--- src/rtl/imm_gen_stage_if.sv ---
// imm_gen_stage_if: flush plus input and result handshakes of the stage.
// master: upstream/downstream side; slave: the immediate stage.
interface imm_gen_stage_if #(
  parameter int XLEN = 32
);
  logic            flush;
  logic            in_valid;
  logic            in_ready;
  logic [31:0]     in_instr;
  logic [XLEN-1:0] in_pc;
  logic            out_valid;
  logic            out_ready;
  logic [XLEN-1:0] out_imm;
  logic [2:0]      out_fmt;
  logic [XLEN-1:0] out_target;
  logic            out_illegal;

  modport master (
    output flush,
    output in_valid,
    output in_instr,
    output in_pc,
    output out_ready,
    input  in_ready,
    input  out_valid,
    input  out_imm,
    input  out_fmt,
    input  out_target,
    input  out_illegal
  );

  modport slave (
    input  flush,
    input  in_valid,
    input  in_instr,
    input  in_pc,
    input  out_ready,
    output in_ready,
    output out_valid,
    output out_imm,
    output out_fmt,
    output out_target,
    output out_illegal
  );
endinterface

--- src/rtl/imm_gen_stage.sv ---
// imm_gen_stage: registered RISC-V immediate decode with B/J/AUIPC target.
// Ports: clk, rst_n (async, active low), bus (flush, in_*, out_* handshake).
module imm_gen_stage #(
  parameter int XLEN      = 32,
  parameter int TARGET_EN = 1
) (
  input logic            clk,
  input logic            rst_n,
  imm_gen_stage_if.slave bus
);

  localparam logic IS64 = (XLEN == 64);

  localparam logic [6:0] OPC_LOAD   = 7'b0000011;
  localparam logic [6:0] OPC_FENCE  = 7'b0001111;
  localparam logic [6:0] OPC_OPIMM  = 7'b0010011;
  localparam logic [6:0] OPC_AUIPC  = 7'b0010111;
  localparam logic [6:0] OPC_OPIMMW = 7'b0011011;
  localparam logic [6:0] OPC_STORE  = 7'b0100011;
  localparam logic [6:0] OPC_OP     = 7'b0110011;
  localparam logic [6:0] OPC_LUI    = 7'b0110111;
  localparam logic [6:0] OPC_OPW    = 7'b0111011;
  localparam logic [6:0] OPC_BRANCH = 7'b1100011;
  localparam logic [6:0] OPC_JALR   = 7'b1100111;
  localparam logic [6:0] OPC_JAL    = 7'b1101111;
  localparam logic [6:0] OPC_SYSTEM = 7'b1110011;

  typedef enum logic [2:0] {
    FMT_NONE = 3'd0,
    FMT_I    = 3'd1,
    FMT_S    = 3'd2,
    FMT_B    = 3'd3,
    FMT_U    = 3'd4,
    FMT_J    = 3'd5,
    FMT_ZIMM = 3'd6,
    FMT_ILL  = 3'd7
  } fmt_e;

  logic [31:0]     instr;
  logic [6:0]      opc;
  logic [2:0]      f3;
  logic            shift;
  logic [31:0]     i_imm;
  logic [31:0]     s_imm;
  logic [31:0]     b_imm;
  logic [31:0]     u_imm;
  logic [31:0]     j_imm;
  logic [31:0]     imm32;
  fmt_e            fmt;
  logic            tgt_en;
  logic [XLEN-1:0] imm_d;
  logic [XLEN-1:0] sum;
  logic [XLEN-1:0] tgt_d;

  logic            valid_q;
  logic [XLEN-1:0] imm_q;
  fmt_e            fmt_q;
  logic [XLEN-1:0] tgt_q;
  logic            ill_q;
  logic            ready;
  logic            take;

  assign instr = bus.in_instr;
  assign opc   = instr[6:0];
  assign f3    = instr[14:12];
  assign shift = (f3 == 3'b001) || (f3 == 3'b101);

  assign i_imm = {{20{instr[31]}}, instr[31:20]};
  assign s_imm = {{20{instr[31]}}, instr[31:25], instr[11:7]};
  assign b_imm = {{19{instr[31]}}, instr[31], instr[7],
                  instr[30:25], instr[11:8], 1'b0};
  assign u_imm = {instr[31:12], 12'b0};
  assign j_imm = {{11{instr[31]}}, instr[31], instr[19:12],
                  instr[20], instr[30:21], 1'b0};

  // Every immediate fits in 32 bits with the sign in bit 31; shamt and
  // zimm values are small and positive, so one sign extension serves all.
  always_comb begin
    imm32  = '0;
    fmt    = FMT_NONE;
    tgt_en = 1'b0;
    unique case (opc)
      OPC_OPIMM: begin
        fmt = FMT_I;
        if (!shift) imm32 = i_imm;
        else if (IS64) imm32 = {26'b0, instr[25:20]};
        else if (instr[25]) fmt = FMT_ILL;
        else imm32 = {27'b0, instr[24:20]};
      end
      OPC_OPIMMW: begin
        fmt = IS64 ? FMT_I : FMT_ILL;
        if (IS64) imm32 = shift ? {27'b0, instr[24:20]} : i_imm;
      end
      OPC_LOAD, OPC_JALR, OPC_FENCE: begin
        fmt   = FMT_I;
        imm32 = i_imm;
      end
      OPC_SYSTEM: begin
        fmt   = f3[2] ? FMT_ZIMM : FMT_I;
        imm32 = f3[2] ? {27'b0, instr[19:15]} : i_imm;
      end
      OPC_STORE: begin
        fmt   = FMT_S;
        imm32 = s_imm;
      end
      OPC_BRANCH: begin
        fmt    = FMT_B;
        imm32  = b_imm;
        tgt_en = 1'b1;
      end
      OPC_LUI: begin
        fmt   = FMT_U;
        imm32 = u_imm;
      end
      OPC_AUIPC: begin
        fmt    = FMT_U;
        imm32  = u_imm;
        tgt_en = 1'b1;
      end
      OPC_JAL: begin
        fmt    = FMT_J;
        imm32  = j_imm;
        tgt_en = 1'b1;
      end
      OPC_OP: fmt = FMT_NONE;
      OPC_OPW: fmt = IS64 ? FMT_NONE : FMT_ILL;
      default: fmt = FMT_ILL;
    endcase
  end

  assign imm_d = XLEN'($signed(imm32));
  assign sum   = bus.in_pc + imm_d;
  assign tgt_d = ((TARGET_EN != 0) && tgt_en) ? sum : '0;

  assign ready = !valid_q || bus.out_ready;
  assign take  = bus.in_valid && ready && !bus.flush;

  always_ff @(posedge clk or negedge rst_n) begin
    if (!rst_n) begin
      valid_q <= 1'b0;
      imm_q   <= '0;
      fmt_q   <= FMT_NONE;
      tgt_q   <= '0;
      ill_q   <= 1'b0;
    end else begin
      if (bus.flush) valid_q <= 1'b0;
      else if (take) valid_q <= 1'b1;
      else if (bus.out_ready) valid_q <= 1'b0;
      if (take) begin
        imm_q <= imm_d;
        fmt_q <= fmt;
        tgt_q <= tgt_d;
        ill_q <= (fmt == FMT_ILL);
      end
    end
  end

  assign bus.in_ready    = ready;
  assign bus.out_valid   = valid_q;
  assign bus.out_imm     = imm_q;
  assign bus.out_fmt     = fmt_q;
  assign bus.out_target  = tgt_q;
  assign bus.out_illegal = ill_q;

endmodule

--- src/flat_wrapper.sv ---
// flat-port wrapper written by rule: the top's interface ports become plain ports
module imm_gen_stage_flat 
#(
  parameter int XLEN      = 32,
  parameter int TARGET_EN = 1
)
  (clk, rst_n, bus_flush, bus_in_valid, bus_in_instr, bus_in_pc, bus_out_ready, bus_in_ready, bus_out_valid, bus_out_imm, bus_out_fmt, bus_out_target, bus_out_illegal);
  imm_gen_stage_if #(.XLEN(XLEN)) bus_i ();
  input logic clk;
  input logic rst_n;
  input wire logic [$bits(bus_i.flush)-1:0] bus_flush;
  input wire logic [$bits(bus_i.in_valid)-1:0] bus_in_valid;
  input wire logic [$bits(bus_i.in_instr)-1:0] bus_in_instr;
  input wire logic [$bits(bus_i.in_pc)-1:0] bus_in_pc;
  input wire logic [$bits(bus_i.out_ready)-1:0] bus_out_ready;
  output wire logic [$bits(bus_i.in_ready)-1:0] bus_in_ready;
  output wire logic [$bits(bus_i.out_valid)-1:0] bus_out_valid;
  output wire logic [$bits(bus_i.out_imm)-1:0] bus_out_imm;
  output wire logic [$bits(bus_i.out_fmt)-1:0] bus_out_fmt;
  output wire logic [$bits(bus_i.out_target)-1:0] bus_out_target;
  output wire logic [$bits(bus_i.out_illegal)-1:0] bus_out_illegal;
  assign bus_i.flush = bus_flush;
  assign bus_i.in_valid = bus_in_valid;
  assign bus_i.in_instr = bus_in_instr;
  assign bus_i.in_pc = bus_in_pc;
  assign bus_i.out_ready = bus_out_ready;
  assign bus_in_ready = bus_i.in_ready;
  assign bus_out_valid = bus_i.out_valid;
  assign bus_out_imm = bus_i.out_imm;
  assign bus_out_fmt = bus_i.out_fmt;
  assign bus_out_target = bus_i.out_target;
  assign bus_out_illegal = bus_i.out_illegal;
  imm_gen_stage #(.XLEN(XLEN), .TARGET_EN(TARGET_EN)) u_core (.clk(clk), .rst_n(rst_n), .bus(bus_i));
endmodule
--- config.mk ---
export PLATFORM = sky130hd
export DESIGN_NAME = imm_gen_stage_flat
export DESIGN_NICKNAME = d
export VERILOG_FILES = /design/src/rtl/imm_gen_stage_if.sv /design/src/rtl/imm_gen_stage.sv /design/src/flat_wrapper.sv
export SDC_FILE = /design/constraint.sdc
export NUM_CORES = 1
export LEC_CHECK = 0
export BUFFER_PORTS_ARGS = -buffer_cell sky130_fd_sc_hd__buf_2
export CORE_MARGIN = 2
export CORE_UTILIZATION = 50
export CTS_CLUSTER_SIZE = 10
export DETAILED_ROUTE_END_ITERATION = 8
export PLACE_DENSITY = 0.88
export SLEW_MARGIN = 15
export SYNTH_ARGS = -nofsm -noshare
export SYNTH_HDL_FRONTEND = slang
export SYNTH_SLANG_ARGS = --single-unit
--- constraint.sdc ---
create_clock -name clk -period 3.8 [get_ports clk]
set_input_delay 0.19 -clock clk [delete_from_list [all_inputs] [get_ports clk]]
set_output_delay 0.19 -clock clk [all_outputs]
set_load 0.005 [all_outputs]
==> metrics.md, run 1 <==
| Metric | Value |
|---|---|
| Worst-Skew Late Latency | `approximately 350 ps` |
| I/O pin count | `between 100 and 150` |
| Synth top area cells | `dfrtp_1 (37%), ha_1 (8.2%), mux2_2 (6.0%), a21o_1 (5.4%), nand2_1 (4.8%)` |
| Clock-pin slew on the worst setup and hold paths | `roughly 80 ps` |
| Post-Syn Area per Cell | `9.12 um^2` |
| Register area share after synthesis | `0.366` |
| Fmax | `between 200 and 300 MHz` |
| Final setup fails | `0` |
| Clock Skew | `~9.4 ps` |
| Worst slew pin tran | `approximately 800 ps` |
| Initial DRT Pass Iterations | `5` |
| GRT Total Usage | `0.314` |
| Filler cell count | `~740` |
| Most common cell in the netlist | `dfrtp_1` |
| Tmin final | `3670 ps` |
| Total negative setup slack | `0 ps` |
| Yosys cell types | `55` |
| Hold crit path type | `in -> reg` |
| Die area | `roughly 0.010 mm^2` |
| Crit path max-delay cell type | `a2111oi_2` |
| Maximum VDD drop | `roughly 0.19 mV` |
| Mapped Nets | `slightly above 600` |
| Synth cell count leaders | `dfrtp_1 (69), nand2_1 (61), a21o_1 (34), a21oi_1 (34), o21ai_0 (32)` |
| TritonCTS Buffers | `9` |
| Largest net degree at the start of global routing | `52` |
| Via/cell ratio | `5.99` |
| Fin util | `0.697` |
| Final nets | `around 830` |
| EDFF count, synth | `0` |
| Max Cap Viol | `0` |
| Worst hold slack | `just over 20 ps` |
| Pwr/cell area | `roughly 280 mW/mm^2` |
| GPL Wtd Cong | `a little under 1` |
| Async S/R FF share, synth | `1.00` |
| Antenna Nets Post-Route | `0` |
| Crit path cell chain | `buf_2 > nor3b_1 > o21bai_1 > a21oi_1 > o21a_1 > or3_4 > and2_1 > a21o_1 > ha_1 > a21oi_1 > nor2_1 > o21bai_1 > nor2b_1 > a31oi_2 > a2111oi_2 > or4b_1 > nand3_1` |
| Syn Inst Count | `around 520` |
| Clk root buf | `clkbuf_8` |
| Core Area | `about 0.0092 mm^2` |
| Final Hold Viols | `0` |
| Buf+Inv Stages, Crit Path | `1` |
| Setup CP Type | `in -> reg` |
| DRC | `0` |
| Fin. max-slew vios | `0` |
| Worst Setup End Kind | `register` |
| Layout cells sized above 1 | `0.386` |
| Global-route wire length before repair | `between 20 and 30 mm` |
| CP top delay family | `compound AO/OA/AOI/OAI gates` |
| Area grow syn2layout | `35.7%` |
| Antenna diode count | `0` |
| Critical Path Fanout Max | `6` |
| Via count | `5,072` |
| Clock Tree Buf Depth | `2` |
| CP startpoint kind | `input port` |
| Synth top area share | `0.366` |
| Initial DRC Count | `between 300 and 400` |
| Final WL | `16.0 mm` |
| Dpl hpwl | `~12 mm` |
| Register-to-Register Setup Slack | `between 1500 and 2000 ps` |
| Main synth FF type | `dfrtp_1` |
| Vias in the first global route | `a little over 5,000` |
| Clock sink count | `between 60 and 70` |
| Initial antenna violation count | `0` |
| Die H | `between 100 and 150 um` |
| CP max stage delay | `about 430 ps` |
| Critical Path RT | `4030 ps` |
| Cell Rows | `35` |
| Gr ovfl total | `0` |
| Cell area after synthesis | `between 0.004 and 0.005 mm^2` |
| Die X | `101 um` |
| Flops & latches, synth | `between 60 and 70` |
| Post-DR wirelength/cell | `18.9 um` |
| Final worst path period share | `0.965` |
| Rel. slew slack | `0.466` |
| Leading area contributor after synthesis | `dfrtp_1` |
| Warnings, synthesis | `0` |
| Crit path arrival time | `approximately 4000 ps` |
| Htree depth | `3` |
| Port buffer count | `138` |
| Status | `complete, no violations` |
| CTS tree | `done` |
| Initial Util | `0.514` |
| P_leak | `3.66 nW` |
==> layer usage <==
layer,vias up,GRT usage,wire length [um]
met4,0,0.106,504
li1,2346,-,-
met1,2418,0.389,6390
met2,255,0.555,7900
met5,-,0,0
met3,53,0.0524,1210
==> cells by family after synthesis <==
group / share of synthesized area
buffers and inverters: 0.0336
XOR/XNOR: 0.0315
multiplexers: 0.0596
AND/OR/NAND/NOR: 0.166
flip-flops: 0.366
AO/OA/AOI/OAI: 0.258
adder cells (fa/ha/maj): 0.0864
==> sequential cells by signal (all words and copies together), names as in the netlist <==
register / count
u_core.bus.out_fmt: 3
u_core.bus.out_illegal: 1
u_core.bus.out_imm: 32
u_core.bus.out_valid: 1
u_core.bus.out_target: 32
==> power by group <==
group	leakage, nW	switching [mW]	internal [mW]
logic	2.61	0.207	0.174
registers	0.946	0.0150	0.760
clock network	0.101	0.304	0.366
total	3.66	0.526	1.30
==> final timing paths <==
path	start	end	cells after the start
setup / recovery	bus_in_instr[4]	u_core.bus.out_target[31]	17
hold / removal	bus_flush	u_core.bus.out_valid	2
setup reg to reg	u_core.bus.out_valid	u_core.bus.out_target[20]	7
hold reg to reg	u_core.bus.out_fmt[2]	u_core.bus.out_fmt[2]	2
max in group asynchronous	rst_n	u_core.bus.out_imm[11]	3
min in group asynchronous	rst_n	u_core.bus.out_imm[25]	2
==> placed cells by master (no fill, tap or decap), types with 4 or more instances in the layout <==
cell,netlist,final
nor3b_1,5,4
buf_2,4,138
buf_4,0,84
o21a_1,6,6
a22o_1,14,14
a21o_1,34,34
dfrtp_1,69,69
nand3b_1,5,5
o211ai_1,4,4
nor2_1,26,26
o41ai_1,7,6
a222oi_1,4,4
o21bai_1,9,7
nand2_1,61,61
o21ai_0,32,28
inv_1,19,19
xor2_1,5,5
nor3_1,14,14
ha_1,31,31
nand3_1,9,9
nor2b_1,13,13
xnor2_1,12,12
clkbuf_8,0,9
mux2_2,25,25
a21oi_1,34,33
==> timing repair <==
action	CTS	global route
buffers inserted	0	3
pin swaps	1	10
hold endpoints to repair	18	0
gates resized for setup	4	20
endpoints found under the setup margin	5	14
hold buffers	1	0
==> final cells by class <==
| type | count | area [um^2] | area share |
|---|---|---|---|
| multi-input combinational | 410 | 2930 | 0.457 |
| sequential | 69 | 1730 | 0.269 |
| inverter | 19 | 71.3 | 0.0111 |
| timing repair buffer | 223 | 1330 | 0.208 |
| clock buffer | 9 | 124 | 0.0193 |
| tap | 111 | 139 | 0.0217 |
| clock inverter | 6 | 88.8 | 0.0139 |
==> per-stage QoR <==
step / setup slack (ps) / area (um^2) / power [mW] / std cells
finish: 134 / 6410 / 1.83 / 847
floorplan: 20.7 / 4730 / 0.967 / 518
global placement: -239 / 6080 / 1.14 / 828
detailed placement: -475 / 6080 / 1.15 / 828
CTS: 15.7 / 6310 / 1.82 / 844
global route: -38.4 / 6410 / 1.91 / 847
No activity file was read; power rests on OpenSTA's default activity.
==> run 2: changes to the inputs <==
--- a/config.mk
+++ b/config.mk
@@ -11,6 +11,7 @@
 export CTS_CLUSTER_SIZE = 10
 export DETAILED_ROUTE_END_ITERATION = 8
 export PLACE_DENSITY = 0.88
+export RECOVER_POWER = 25
 export SLEW_MARGIN = 15
 export SYNTH_ARGS = -nofsm -noshare
 export SYNTH_HDL_FRONTEND = slang
==> run 2 against run 1 <==
Net effect: maximum frequency increased by 0.49%; utilization down 0.16 points; sequential share of layout area rose by 0.063 points; non-clock buffer count stayed put; clock power barely moved; sequential power is essentially flat; critical path type unchanged; cell area shrank 0.23%; global-route usage unchanged; largest power group unchanged; first-iteration DRC count fell by 11%; power hardly changed.
==> metrics.md, run 2 (synthesis gave the netlist of run 1 again) <==
| Metric | Value |
|---|---|
| Status | `complete, no violations` |
| Final WL | `16.0 mm (+0.21%)` |
| Worst Setup EP | `u_core.bus.out_target[31]` |
| Sequential standard cell area | `0.00173 mm^2 (unchanged)` |
| Final Hold Viols | `0 (unchanged)` |
| R2R Path Start | `u_core.bus.out_valid` |
| DP Worst Slack | `-475 ps (unchanged)` |
| Gr ovfl total | `0 (unchanged)` |
| R2r endpoint | `u_core.bus.out_target[20]` |
| Core Area | `0.00920 mm^2 (unchanged)` |
| Initial DRC Count | `347 (-11%)` |
| Hold crit path type | `in -> reg` |
| Cell Rows | `35 (unchanged)` |
| Worst-Skew Late Latency | `350 ps (about the same)` |
| Critical Path Start | `bus_in_instr[4]` |
| Initial DRT Pass Iterations | `7 (+2)` |
| Htree depth | `3 (unchanged)` |
| Largest net degree at the start of global routing | `52 (unchanged)` |
| Initial Util | `0.514 (unchanged)` |
| Fmax | `274 MHz (+0.49%)` |
| Critical Path RT | `4030 ps (about the same)` |
| Dpl hpwl | `12.4 mm (unchanged)` |
| Most frequent cells in the layout | `buf_2 (126), buf_4 (84), dfrtp_1 (69), nand2_1 (61), a21o_1 (34)` |
| Antenna diode count | `0 (unchanged)` |
| Setup CP Type | `in -> reg` |
| Tmin final | `3650 ps (-17.9 ps)` |
| Clock-pin slew on the worst setup and hold paths | `80 ps (about the same)` |
| Worst Setup End Kind | `register` |
| GRT Total Usage | `0.314 (unchanged)` |
| Global-route wire length before repair | `25.0 mm (unchanged)` |
| Maximum VDD drop | `0.186 mV (+0.46%)` |
| Final nets | `833 (unchanged)` |
| Clock sink count | `69 (unchanged)` |
| Clock Skew | `9.98 ps (+0.552 ps)` |
| Max Cap Viol | `0 (unchanged)` |
| CTS tree | `done` |
| Die area | `0.0102 mm^2 (unchanged)` |
| Register-to-Register Setup Slack | `1590 ps (about the same)` |
| Worst slew pin tran | `1060 ps (+264 ps)` |
| Via/cell ratio | `5.96 (-0.41%)` |
| Fin. max-slew vios | `0 (unchanged)` |
| Post-route cell area | `0.00640 mm^2 (-0.23%)` |
| Vias in the first global route | `5,083 (unchanged)` |
| Clock Tree Buf Depth | `2 (unchanged)` |
| Final worst path period share | `0.960 (-0.00470)` |
| GPL Wtd Cong | `0.970 (unchanged)` |
| CP startpoint kind | `input port` |
| Initial antenna violation count | `0 (unchanged)` |
| Final setup fails | `0 (unchanged)` |
| TritonCTS Buffers | `9 (unchanged)` |
| Crit path arrival time | `3880 ps (about the same)` |
| Pwr/cell area | `286 mW/mm^2 (+0.33%)` |
| Register-to-Register Path Depth | `7 (unchanged)` |
| Clk root buf | `clkbuf_8` |
| Multi-input gate area | `0.00293 mm^2 (unchanged)` |
| P_leak | `3.61 nW (-1.4%)` |
| Worst hold slack | `17.2 ps (-3.36 ps)` |
| I/O pin count | `139 (unchanged)` |
| Final Power | `1.83 mW (about the same)` |
| Placed Area | `0.00608 mm^2 (unchanged)` |
| Die H | `101 um (unchanged)` |
| Most common cell after layout, fill and taps aside | `buf_2` |
| Filler cell count | `740 (+0.68%)` |
| DRC | `0 (unchanged)` |
| Port buffer count | `138 (unchanged)` |
| Area grow syn2layout | `35.4%` |
| WHS Path Cells | `2 (unchanged)` |
| Post-DR wirelength/cell | `18.9 um (+0.21%)` |
| Layout cells sized above 1 | `0.370 (-0.0163)` |
| Die X | `101 um (unchanged)` |
| Rel. slew slack | `0.292 (-0.174)` |
| Final WS setup | `152 ps (+17.9 ps)` |
| Via count | `5,051 (-0.41%)` |
| Critical Path Fanout Max | `6 (unchanged)` |
| Antenna Nets Post-Route | `0 (unchanged)` |
-- run 2: what timing repair did --
item / 4_1_cts / 5_1_grt
buffers inserted: 0 / 3
resized for setup: 4 / 20
pin swaps: 1 / 10
hold buffers: 1 / 0
endpoints found under the hold margin: 18 / 0
endpoints found under the setup margin: 5 / 14
-- run 2: where the power goes --
group,internal [mW],total [mW],switching [mW]
clock,0.366,0.673,0.307
sequential,0.760,0.775,0.0150
combinational,0.173,0.380,0.207
-- run 2: stage by stage --
stage,TNS (ps),cells,util
2_1_floorplan,0,518,-
3_3_place_gp,-1480,828,0.661
3_5_place_dp,-3950,828,0.661
4_1_cts,0,844,0.686
5_1_grt,-96.0,847,0.696
6_report,0,847,0.696
-- run 2: layout make-up --
cell class	count	area share
timing repair buffer	223	0.206
multi-input combinational	410	0.458
clock buffer	9	0.0194
sequential	69	0.270
clock inverter	6	0.0139
inverter	19	0.0112
tap	111	0.0217
-- run 2: how the worst min path moves through the flow --
| stage | start | end | slack (ps) |
|---|---|---|---|
| after CTS | bus_flush | u_core.bus.out_valid | 20 |
| after global placement | rst_n | u_core.bus.out_target[25] | 150 |
| after detailed placement | rst_n | u_core.bus.out_imm[25] | 160 |
| after floorplan | rst_n | u_core.bus.out_fmt[0] | -110 |
| final | bus_flush | u_core.bus.out_valid | 20 |
| after global routing | bus_flush | u_core.bus.out_valid | 40 |
-- run 2: worst max-delay path, stage by stage --
cell	delay, ps
buf_2	120
nor3b_1	130
o21bai_1	150
a21oi_1	100
o21a_1	220
or3_4	390
and2_1	240
a21o_1	220
ha_1	330
a21oi_1	350
nor2_1	70
o21bai_1	220
nor2b_1	300
a31oi_2	150
a2111oi_2	430
or4b_1	180
nand3_1	70
-- run 2: layer usage --
metal  routed length [um]  share of wire  vias up  global-route usage
li1                     -              -     2343                   -
met1                 6440           0.40     2404               0.389
met2                 7960           0.50      248               0.555
met3                 1170          0.073       56              0.0524
met4                  464          0.029        0               0.106
met5                    0              0        -                   0
==> run 3: changes to the inputs <==
--- a/config.mk
+++ b/config.mk
@@ -6,8 +6,9 @@
 export NUM_CORES = 1
 export LEC_CHECK = 0
 export BUFFER_PORTS_ARGS = -buffer_cell sky130_fd_sc_hd__buf_2
+export CORE_ASPECT_RATIO = 1.4
 export CORE_MARGIN = 2
-export CORE_UTILIZATION = 50
+export CORE_UTILIZATION = 48
 export CTS_CLUSTER_SIZE = 10
 export DETAILED_ROUTE_END_ITERATION = 8
 export PLACE_DENSITY = 0.88
==> constraint.sdc (replaced) <==
create_clock -name clk -period 3.26 [get_ports clk]
set_input_delay 0.163 -clock clk [delete_from_list [all_inputs] [get_ports clk]]
set_output_delay 0.163 -clock clk [all_outputs]
set_load 0.005 [all_outputs]
==> run 3 against run 2 <==
Net effect: the flow now finishes with violations (capacitance limit, slew limit, setup timing); critical path type unchanged; cell area increased by 17%; worst setup slack got worse by 520 ps; first-iteration DRC count increased by 27%; non-clock buffer count increased by 71; wire length increased by 20%.
==> metrics.md, run 3 (synthesis gave the netlist of run 1 again) <==
| Metric | Value |
|---|---|
| Initial DRT Pass Iterations | `7 (unchanged)` |
| Die X | `87.8 um (-13%)` |
| Internal power | `1.90 mW (+46%)` |
| Worst hold slack | `2.30 ps (-14.9 ps)` |
| Final Hold Viols | `0 (unchanged)` |
| Hold crit path type | `in -> reg` |
| Final nets | `904 (+8.5%)` |
| Worst slew pin tran | `1540 ps (+475 ps)` |
| Total negative setup slack | `-2910 ps (-2910 ps)` |
| Initial antenna violation count | `0 (unchanged)` |
| Most frequent CP cell | `a21oi_2` |
| Critical Path Fanout Max | `4 (-2)` |
| Maximum VDD drop | `0.259 mV (+39%)` |
| GPL Wtd Cong | `0.947 (-2.4%)` |
| Final setup fails | `15 (+15)` |
| Final Power | `2.61 mW (+43%)` |
| GRT Total Usage | `0.344 (+0.0297)` |
| Antenna Nets Post-Route | `0 (unchanged)` |
| Fin. max-slew vios | `30 (+30)` |
| Worst Setup End Kind | `register` |
| Final worst path period share | `1.11` |
| RSZ-0062 raised after global routing | `yes` |
| Clock sink count | `69 (unchanged)` |
| Pwr/cell area | `350 mW/mm^2 (+22%)` |
| Area grow syn2layout | `58.3%` |
| Register-to-Register Setup Slack | `880 ps (-710 ps)` |
| Status | `finished, violations left` |
| CP top delay family | `compound AO/OA/AOI/OAI gates` |
| Placed Area | `0.00660 mm^2 (+8.5%)` |
| Post-DR wirelength/cell | `20.4 um (+7.8%)` |
| Via count | `5,580 (+10%)` |
| Initial DRC Count | `441 (+27%)` |
| Final WS setup | `-371 ps (-523 ps)` |
| Final WL | `19.2 mm (+20%)` |
| WL met2 | `9.67 mm (+21%)` |
| WHS Path Cells | `2 (unchanged)` |
| Clk root buf | `clkbuf_16` |
| Setup CP Type | `in -> reg` |
| Switch share | `0.274 (-0.0159)` |
| Htree depth | `3 (unchanged)` |
| Net Switching | `0.715 mW (+35%)` |
| I/O pin count | `139 (unchanged)` |
| CP max stage delay | `540 ps (+110 ps)` |
| Max Cap Viol | `1 (+1)` |
| P_leak | `4.11 nW (+14%)` |
| Clock-pin slew on the worst setup and hold paths | `60 ps (-20 ps)` |
| Power share of the combinational group | `0.208 (about the same)` |
| Rel. slew slack | `-0.0248 (-0.317)` |
| Post-route cell area | `0.00748 mm^2 (+17%)` |
| Crit path cell chain | `buf_8 > nor3b_4 > o21bai_1 > a21oi_2 > o21ai_2 > nand2_2 > or2_4 > a222oi_1 > inv_1 > ha_1 > a21oi_2 > nand4b_1 > a21boi_2 > o211ai_1 > buf_4 > a31oi_4 > a2111oi_4 > or4b_4 > nand3_1` |
| Initial Util | `0.497 (-0.0170)` |
| Gr ovfl total | `0 (unchanged)` |
| Met3 wire len | `1.29 mm (+10%)` |
| Register-to-Register Path Depth | `7 (unchanged)` |
| Port buffer count | `138 (unchanged)` |
| Crit path arrival time | `3910 ps (+30 ps)` |
| Failing checks | `capacitance limit, slew limit, setup timing` |
| Most frequent cells in the layout | `buf_4 (151), buf_2 (129), dfrtp_1 (69), nand2_1 (58), a21o_1 (34)` |
| Clock power share | `0.445 (+0.077)` |
| DRC | `0 (unchanged)` |
| Fmax | `between 200 and 300 MHz` |
| Uppermost layer routed | `met4` |
| Most common cell after layout, fill and taps aside | `buf_4` |
| CP startpoint kind | `input port` |
| Die H | `121 um (+20%)` |
| Dpl hpwl | `13.3 mm (+7.2%)` |
| Tmin final | `between 3000 and 4000 ps` |
| Filler cell count | `601 (-19%)` |
| Via/cell ratio | `5.94 (-0.46%)` |
| Critical Path RT | `3540 ps (-490 ps)` |
| Global-route wire length before repair | `28.1 mm (+12%)` |
| Buf+Inv Stages, Crit Path | `3 (+2)` |
| Worst hold path startpoint | `bus_flush` |
| Vias in the first global route | `5,484 (+7.9%)` |
| Crit path max-delay cell type | `or4b_4` |
| DP Worst Slack | `-632 ps (-157 ps)` |
| Cell Rows | `42 (+20%)` |
| R2r endpoint | `u_core.bus.out_target[20]` |
| Core Area | `0.00951 mm^2 (+3.4%)` |
| CTS tree | `done` |
| Wire length on met1 | `6.94 mm (+7.9%)` |
| Die area | `0.0107 mm^2 (+4.1%)` |
| Clock Skew | `6.94 ps (-3.05 ps)` |
| Antenna diode count | `0 (unchanged)` |
| WHS Endpoint | `u_core.bus.out_valid` |
| R2R Path Start | `u_core.bus.out_valid` |
| Layout cells sized above 1 | `0.496 (+0.127)` |
| Clock Tree Buf Depth | `2 (unchanged)` |
| TritonCTS Buffers | `9 (unchanged)` |
| Flop pwr share | `0.347 (-0.077)` |
| Largest net degree at the start of global routing | `42 (-19%)` |
| Worst-Skew Late Latency | `350 ps (about the same)` |
run 3: cell types whose count changed in the layout (fill, tap and decap cells not counted), moves of 6 or more:
| cell | delta |
|---|---|
| a21oi_1 | -13 |
| ha_1 | -6 |
| ha_4 | +6 |
| clkbuf_16 | +9 |
| a21oi_2 | +11 |
| buf_4 | +67 |
| clkbuf_8 | -9 |
run 3: what timing repair did:
item                       CTS  global route
gates cloned                 0             0
resized for setup           37            41
hold buffers                 1             0
setup endpoints to repair   16            21
hold endpoints to repair    28             0
buffers inserted            11            14
pin swaps                   33            27
run 3: how the worst max path moves through the flow:
stage               startpoint                   endpoint  slack, ps  depth (start not counted)
3_3_place_gp   bus_in_instr[4]  u_core.bus.out_target[15]       -500                         19
3_5_place_dp   bus_in_instr[4]  u_core.bus.out_target[15]       -630                         19
4_1_cts        bus_in_instr[4]  u_core.bus.out_target[31]       -130                         19
5_1_grt        bus_in_instr[4]  u_core.bus.out_target[31]       -450                         19
2_1_floorplan  bus_in_instr[4]  u_core.bus.out_target[28]       -240                         18
6_report       bus_in_instr[4]  u_core.bus.out_target[31]       -370                         19
run 3: per-stage QoR:
step	util	std cells
after floorplan	-	518
after global placement	0.694	899
after detailed placement	0.694	899
after CTS	0.757	927
after global routing	0.786	940
final	0.786	940
run 3: power groups by stage:
stage	Clock, mW	Sequential, mW	Combinational [mW]
3_5_place_dp	0	0.921	0.478
5_1_grt	1.21	0.909	0.583
6_report	1.16	0.907	0.543
4_1_cts	1.17	0.906	0.502
3_3_place_gp	0	0.919	0.466
2_1_floorplan	0	0.921	0.219
run 3: cell type report:
class	count	area, um^2	share of cell area
clock buffers	9	225	0.0301
flip-flops and latches	69	1730	0.231
inverters	19	71.3	0.00954
well taps	132	165	0.0221
repair buffers	294	1890	0.252
multi-input cells	410	3280	0.438
clock inverters	7	124	0.0166
run 3: routing by layer:
metal  GRT usage  up-vias
li1            -     2492
met1       0.412     2626
met2       0.593      342
met3      0.0531      120
met4       0.157        0
met5           0        -
run 3: worst reg2reg max path: stages, from the launching register on:
cell and delay (ps):
dfrtp_1 370, nor2b_1 160, inv_1 70, nand3b_1 540, buf_4 450, nor4b_1 380, o21ai_0 210, nand3_1 130
